[src/rtl/seg_scan_pkg.sv]
// rtl/seg_scan_pkg.sv - shared types, sizes and leading-zero mask for the display scan controller
package seg_scan_pkg;

  typedef enum logic {
    BLANK = 1'b0,
    SHOW  = 1'b1
  } state_t;

  localparam int NUM_DIGITS = 4;
  localparam int NIBBLE_W   = 4;

  // Bit i set when nibbles NUM_DIGITS-1..i are all zero; digit 0 is never masked.
  function automatic logic [NUM_DIGITS-1:0] lz_mask(input logic [NUM_DIGITS*NIBBLE_W-1:0] word);
    logic [NUM_DIGITS-1:0] m;
    logic                  all_zero;
    m        = '0;
    all_zero = 1'b1;
    for (int i = NUM_DIGITS - 1; i >= 0; i--) begin
      all_zero = all_zero && (word[i*NIBBLE_W +: NIBBLE_W] == '0);
      if (i != 0) m[i] = all_zero;
    end
    return m;
  endfunction

endpackage

[src/rtl/scan_timer.sv]
// rtl/scan_timer.sv - per-state cycle counter with terminal-count flag for the scan FSM
module scan_timer #(
  parameter int BLANK_CYC = 2,
  parameter int SHOW_CYC  = 50000
) (
  input  logic clk,
  input  logic rst_n,
  input  logic clr,
  input  logic show,
  output logic tc
);

  localparam int MAX_CYC = (BLANK_CYC > SHOW_CYC) ? BLANK_CYC : SHOW_CYC;
  localparam int CW      = (MAX_CYC > 1) ? $clog2(MAX_CYC) : 1;

  logic [CW-1:0] cnt;
  logic [CW-1:0] last;

  assign last = show ? CW'(SHOW_CYC - 1) : CW'(BLANK_CYC - 1);
  assign tc   = (cnt == last);

  always_ff @(posedge clk or negedge rst_n) begin
    if (!rst_n)          cnt <= '0;
    else if (clr || tc)  cnt <= '0;
    else                 cnt <= cnt + 1'b1;
  end

endmodule

[src/rtl/seg_scan_ctrl.sv]
// rtl/seg_scan_ctrl.sv - 4-digit seven-segment scan controller with blanking gap and frame-aligned loads
module seg_scan_ctrl
  import seg_scan_pkg::*;
#(
  parameter int BLANK_CYC = 2,
  parameter int SHOW_CYC  = 50000
) (
  input  logic        clk,
  input  logic        rst_n,
  input  logic        en,
  input  logic        lz_en,
  input  logic        load,
  input  logic [15:0] value_in,
  output logic [1:0]  m4out,
  output logic [15:0] out,
  output logic [3:0]  an,
  output logic        applied
);

  state_t      state, state_n;
  logic [1:0]  digit, digit_n;
  logic [15:0] shadow;
  logic        pending;
  logic        tc;
  logic        frame_end;
  logic        take_now;
  logic [3:0]  sup;
  logic [3:0]  an_n;

  scan_timer #(
    .BLANK_CYC (BLANK_CYC),
    .SHOW_CYC  (SHOW_CYC)
  ) u_timer (
    .clk   (clk),
    .rst_n (rst_n),
    .clr   (!en),
    .show  (state == SHOW),
    .tc    (tc)
  );

  assign frame_end = en && tc && (state == SHOW) && (digit == 2'd3);
  // Out may only change at a frame boundary, or immediately while the scan is stopped.
  assign take_now  = frame_end || !en;
  assign m4out     = digit;

  always_comb begin
    state_n = state;
    digit_n = digit;
    if (!en) begin
      state_n = BLANK;
      digit_n = 2'd0;
    end else if (tc) begin
      state_n = (state == BLANK) ? SHOW : BLANK;
      if (state == SHOW) digit_n = digit + 2'd1;
    end
  end

  // Anodes are registered from next-state so they track the state register without lag.
  always_comb begin
    sup  = lz_en ? lz_mask(out) : 4'b0000;
    an_n = 4'b1111;
    if (en && (state_n == SHOW) && !sup[digit_n])
      an_n = ~(4'b0001 << digit_n);
  end

  always_ff @(posedge clk or negedge rst_n) begin
    if (!rst_n) begin
      state   <= BLANK;
      digit   <= 2'd0;
      an      <= 4'b1111;
      out     <= 16'h0000;
      shadow  <= 16'h0000;
      pending <= 1'b0;
      applied <= 1'b0;
    end else begin
      state   <= state_n;
      digit   <= digit_n;
      an      <= an_n;
      applied <= 1'b0;
      if (take_now && load) begin
        out     <= value_in;
        pending <= 1'b0;
        applied <= 1'b1;
      end else if (take_now && pending) begin
        out     <= shadow;
        pending <= 1'b0;
        applied <= 1'b1;
      end else if (load) begin
        shadow  <= value_in;
        pending <= 1'b1;
      end
    end
  end

endmodule

[config.mk]
export PLATFORM = sky130hd
export DESIGN_NAME = seg_scan_ctrl
export DESIGN_NICKNAME = d
export VERILOG_FILES = /design/src/rtl/seg_scan_pkg.sv /design/src/rtl/scan_timer.sv /design/src/rtl/seg_scan_ctrl.sv
export SDC_FILE = /design/constraint.sdc
export NUM_CORES = 1
export LEC_CHECK = 0
export BUFFER_PORTS_ARGS = -buffer_cell sky130_fd_sc_hd__clkbuf_2
export CAP_MARGIN = 25
export CORE_ASPECT_RATIO = 0.5
export CORE_UTILIZATION = 40
export CTS_CLUSTER_DIAMETER = 60
export DETAILED_ROUTE_END_ITERATION = 8
export PLACE_DENSITY = 0.7
export SLEW_MARGIN = 40
export SYNTH_ARGS = -nofsm -noshare
export SYNTH_HDL_FRONTEND = slang
export SYNTH_SLANG_ARGS = --single-unit
[constraint.sdc]
create_clock -name clk -period 2.5 [get_ports clk]
set_clock_uncertainty 0.2 [all_clocks]
set_input_delay 0.375 -clock clk [delete_from_list [all_inputs] [get_ports clk]]
set_output_delay 0.375 -clock clk [all_outputs]
set_load 0.005 [all_outputs]
==> flow_summary.json <==
{
  "multi_input_area_sq_um": 1510,
  "cts_sinks": 57,
  "critical_path.reg2reg.startpoint": "u_timer.cnt[5]",
  "netlist_instances": 280,
  "die_x_um": 123,
  "worst_slew_margin_rel": 0.600,
  "fin_worst_hold_slack_ns": 0.102,
  "mappedNetlistNets": 303,
  "cp_slowest_cell": "or4b_4",
  "placeableCoreArea_sq_um": 6880,
  "netlist_area_sq_um": 2940,
  "worst_path_largest_cell_delay_ns": 0.53,
  "die_area_sq_um": 7710,
  "path_max_fanout": 10,
  "sequential_cell_area_in_the_final_layout_sq_um": 1430,
  "cellPowerDensity_nw_per_um2": 709,
  "worstSetupStartpoint": "u_timer.cnt[5]",
  "globalRoute.busiestLayer": "met2",
  "count_of_antenna_violating_nets_left_after_detailed_routing": 0,
  "grt_use_total": 0.214,
  "timing.final.ws_setup_ns": -0.00763,
  "report.final.hold_viol_count": 0,
  "yosys.area.top_type": "dfrtp_1",
  "diodes": 0,
  "wl_mm": 7.54,
  "routabilityCongestion": 0.771,
  "floorplan.die.height_um": 62.6,
  "sequential_element_share_of_the_synthesized_area": 0.488,
  "grt_antenna_before_repair": 0,
  "synth.yosys.warnings": 0,
  "grt_pass1_vias": 2601,
  "cts_max_path_buffers": 2,
  "path_cells": "or4b_4 > or3_4 > o41ai_4 > or2_4 > buf_12 > mux2_4",
  "timing.hold.worst.start": "lz_en",
  "fin_crit_ns": 2.51,
  "hold_path.class": "in2reg",
  "route.detailed.vias_per_inst": 5.68,
  "worst_setup_path_end_kind": "flop",
  "syn_to_final_growth_pct": 26.3,
  "required_time_reported_for_the_critical_path_endpoint_ns": 2.50,
  "grt_max_degree": 24,
  "grt_util_met3": 0.0502,
  "worstPathArrival_ns": 2.51,
  "p_leak_nw": 1.68,
  "critical-path-top-delay-family": "simple AND/OR/NAND/NOR gates",
  "routed_length_per_instance_um": 17.6,
  "max-cap-violations": 0,
  "worst_pin_slew_ns": 0.599,
  "grt_setup_unrepaired": "true",
  "setup-violations-final": 3,
  "use_met2": 0.332,
  "overall_overflow_remaining_after_global_route": 0,
  "io_buffer_count": 43,
  "vias": 2437,
  "synth_cell_type_count": 38,
  "violations": "setup timing",
  "synth-edff-count": 0,
  "irDropWorstVdd_mv": 0.358,
  "num_rows": 21,
  "clock_insertion_delay_worst_skew_ns": 0.32,
  "final-max-slew-violation-count": 0,
  "cts_root_buffer": "clkbuf_16",
  "tritoncts": "yes",
  "async_reset_ff_frac": 1.00,
  "drive_gt1_frac": 0.332,
  "synth_area_leaders": "dfrtp_1 (45%), nor2_1 (8.4%), mux2_4 (5.1%), o221ai_1 (5.1%), o22a_1 (5.1%)",
  "timing.setup.critical_path_class": "reg2reg",
  "initial_core_util": 0.426,
  "fillers": 594,
  "detail_route.first_pass.iterations": 5,
  "synthFlopType": "dfrtp_1",
  "timing.critical_path.buf_inv": 1,
  "setup.worst_path.start_class": "flop",
  "use_met1": 0.281,
  "outcome": "finished with violations",
  "finalCoreUtilization": 0.538,
  "htreeDepth": 3,
  "dpl.hpwl_mm": 5.08,
  "area_share_of_the_leading_cell_type_in_the_synthesized_netlist": 0.452,
  "postSynthAreaPerCell_sq_um": 10.5,
  "drc_errors": 0,
  "detailedRoute.firstIterationViolations": 168,
  "wire_length_of_the_first_global_routing_pass_mm": 12.7,
  "min_period_over_period": 1.00,
  "clk_pin_slew_ns": 0.05,
  "final_net_count": 358,
  "cts_made_buffers": 9,
  "ys_seq_elements": 57,
  "p_total_mw": 2.63,
  "fmax_ghz": 0.399,
  "ios": 44
}
[per-layer routing]
| layer | up-vias | routed length, um |
|---|---|---|
| met5 | - | 0 |
| met4 | 0 | 90 |
| met3 | 10 | 305 |
| met2 | 59 | 3790 |
| met1 | 1235 | 3350 |
| li1 | 1133 | - |
[cells in the mapped netlist, types with 2 or more instances]
| cell | n |
|---|---|
| a2bb2oi_1 | 15 |
| o22a_1 | 17 |
| nand4_1 | 4 |
| or4_1 | 4 |
| dfrtp_1 | 53 |
| mux2_4 | 10 |
| xnor2_1 | 4 |
| xor2_1 | 11 |
| ha_1 | 2 |
| dfstp_2 | 4 |
| and4_1 | 4 |
| clkbuf_1 | 14 |
| nand3_1 | 10 |
| nor2_1 | 66 |
| mux2_2 | 6 |
| o221ai_1 | 17 |
| nand2_1 | 11 |
| nor4_1 | 3 |
| and3_1 | 5 |
| and2_1 | 2 |
[worst paths after layout]
kind / endpoint / slack, ns / cells past startpoint
worst max-delay path: shadow[9] / -0.008 / 6
worst min-delay path: an[3] / 0.10 / 3
max in group asynchronous: an[2] / 0.91 / 3
min in group asynchronous: out[14] / 0.39 / 2
worst max register to register: shadow[9] / -0.008 / 6
worst min register to register: out[2] / 0.34 / 2
[final cells by class]
class                           instances  area share
Inverter                                2     0.00203
Clock inverter                          1     0.00135
Clock buffer                           12      0.0665
Sequential cell                        57       0.386
Multi-Input combinational cell        203       0.408
Tap cell                               92      0.0311
Timing Repair Buffer                   62       0.105
[registers in the layout, indices dropped and copies added (netlist names)]
name         flops
an               4
applied          1
m4out            2
out             16
pending          1
shadow          16
state            1
u_timer.cnt     16
[metrics by stage]
step	TNS (ns)	instances	setup WS [ns]	cell area, sq um
after floorplan	-2.63	280	-0.201	3020
after CTS	0	428	0.0193	3650
after global placement	-0.000567	414	-0.000567	3370
after global routing	-0.992	429	-0.0630	3710
after detailed placement	-0.0731	414	-0.0148	3370
final	-0.00871	429	-0.00763	3710
[worst register-to-register path, cell delays in order, from the launching register on]
cell	delay [ns]
dfrtp_1	0.38
or4b_4	0.53
or3_4	0.36
o41ai_4	0.24
or2_4	0.20
buf_12	0.15
mux2_4	0.31
[report_power, final]
group / leakage, nW / switching [mW] / internal, mW
registers: 0.701 / 0.103 / 1.03
logic: 0.850 / 0.206 / 0.234
clock network: 0.124 / 0.382 / 0.676
total: 1.68 / 0.691 / 1.94
[logic make-up after synthesis]
| group | share of synthesized area |
|---|---|
| muxes | 0.0742 |
| adders and majority gates | 0.00852 |
| AOI/OAI and AO/OA | 0.163 |
| and+or+nand+nor | 0.188 |
| buffers and inverters | 0.0345 |
| xor gates and xnor gates | 0.0448 |
| DFF | 0.488 |
[what timing repair did]
action,4_1_cts,5_1_grt
buffers inserted,0,1
endpoints found under the hold margin,21,0
hold buffers,1,0
pin swaps,1,1
endpoints found under the setup margin,15,47
gates resized for setup,4,12
[layout by cell type (no fill, tap or decap), types with 2 or more instances in the layout]
cell type	instances
and3_1	5
nor4_1	3
nand3_1	10
a2bb2oi_1	15
nor2_1	65
dfstp_2	4
or4_1	3
o22a_1	17
o221ai_1	5
xnor2_1	4
ha_1	2
buf_6	2
clkbuf_1	2
xor2_1	11
clkbuf_16	9
o221ai_2	12
nand4_1	4
mux2_4	16
and4_1	4
nand2_1	11
and2_1	2
buf_4	14
dfrtp_1	53
clkbuf_2	43
(Power assumes the default switching activity.)
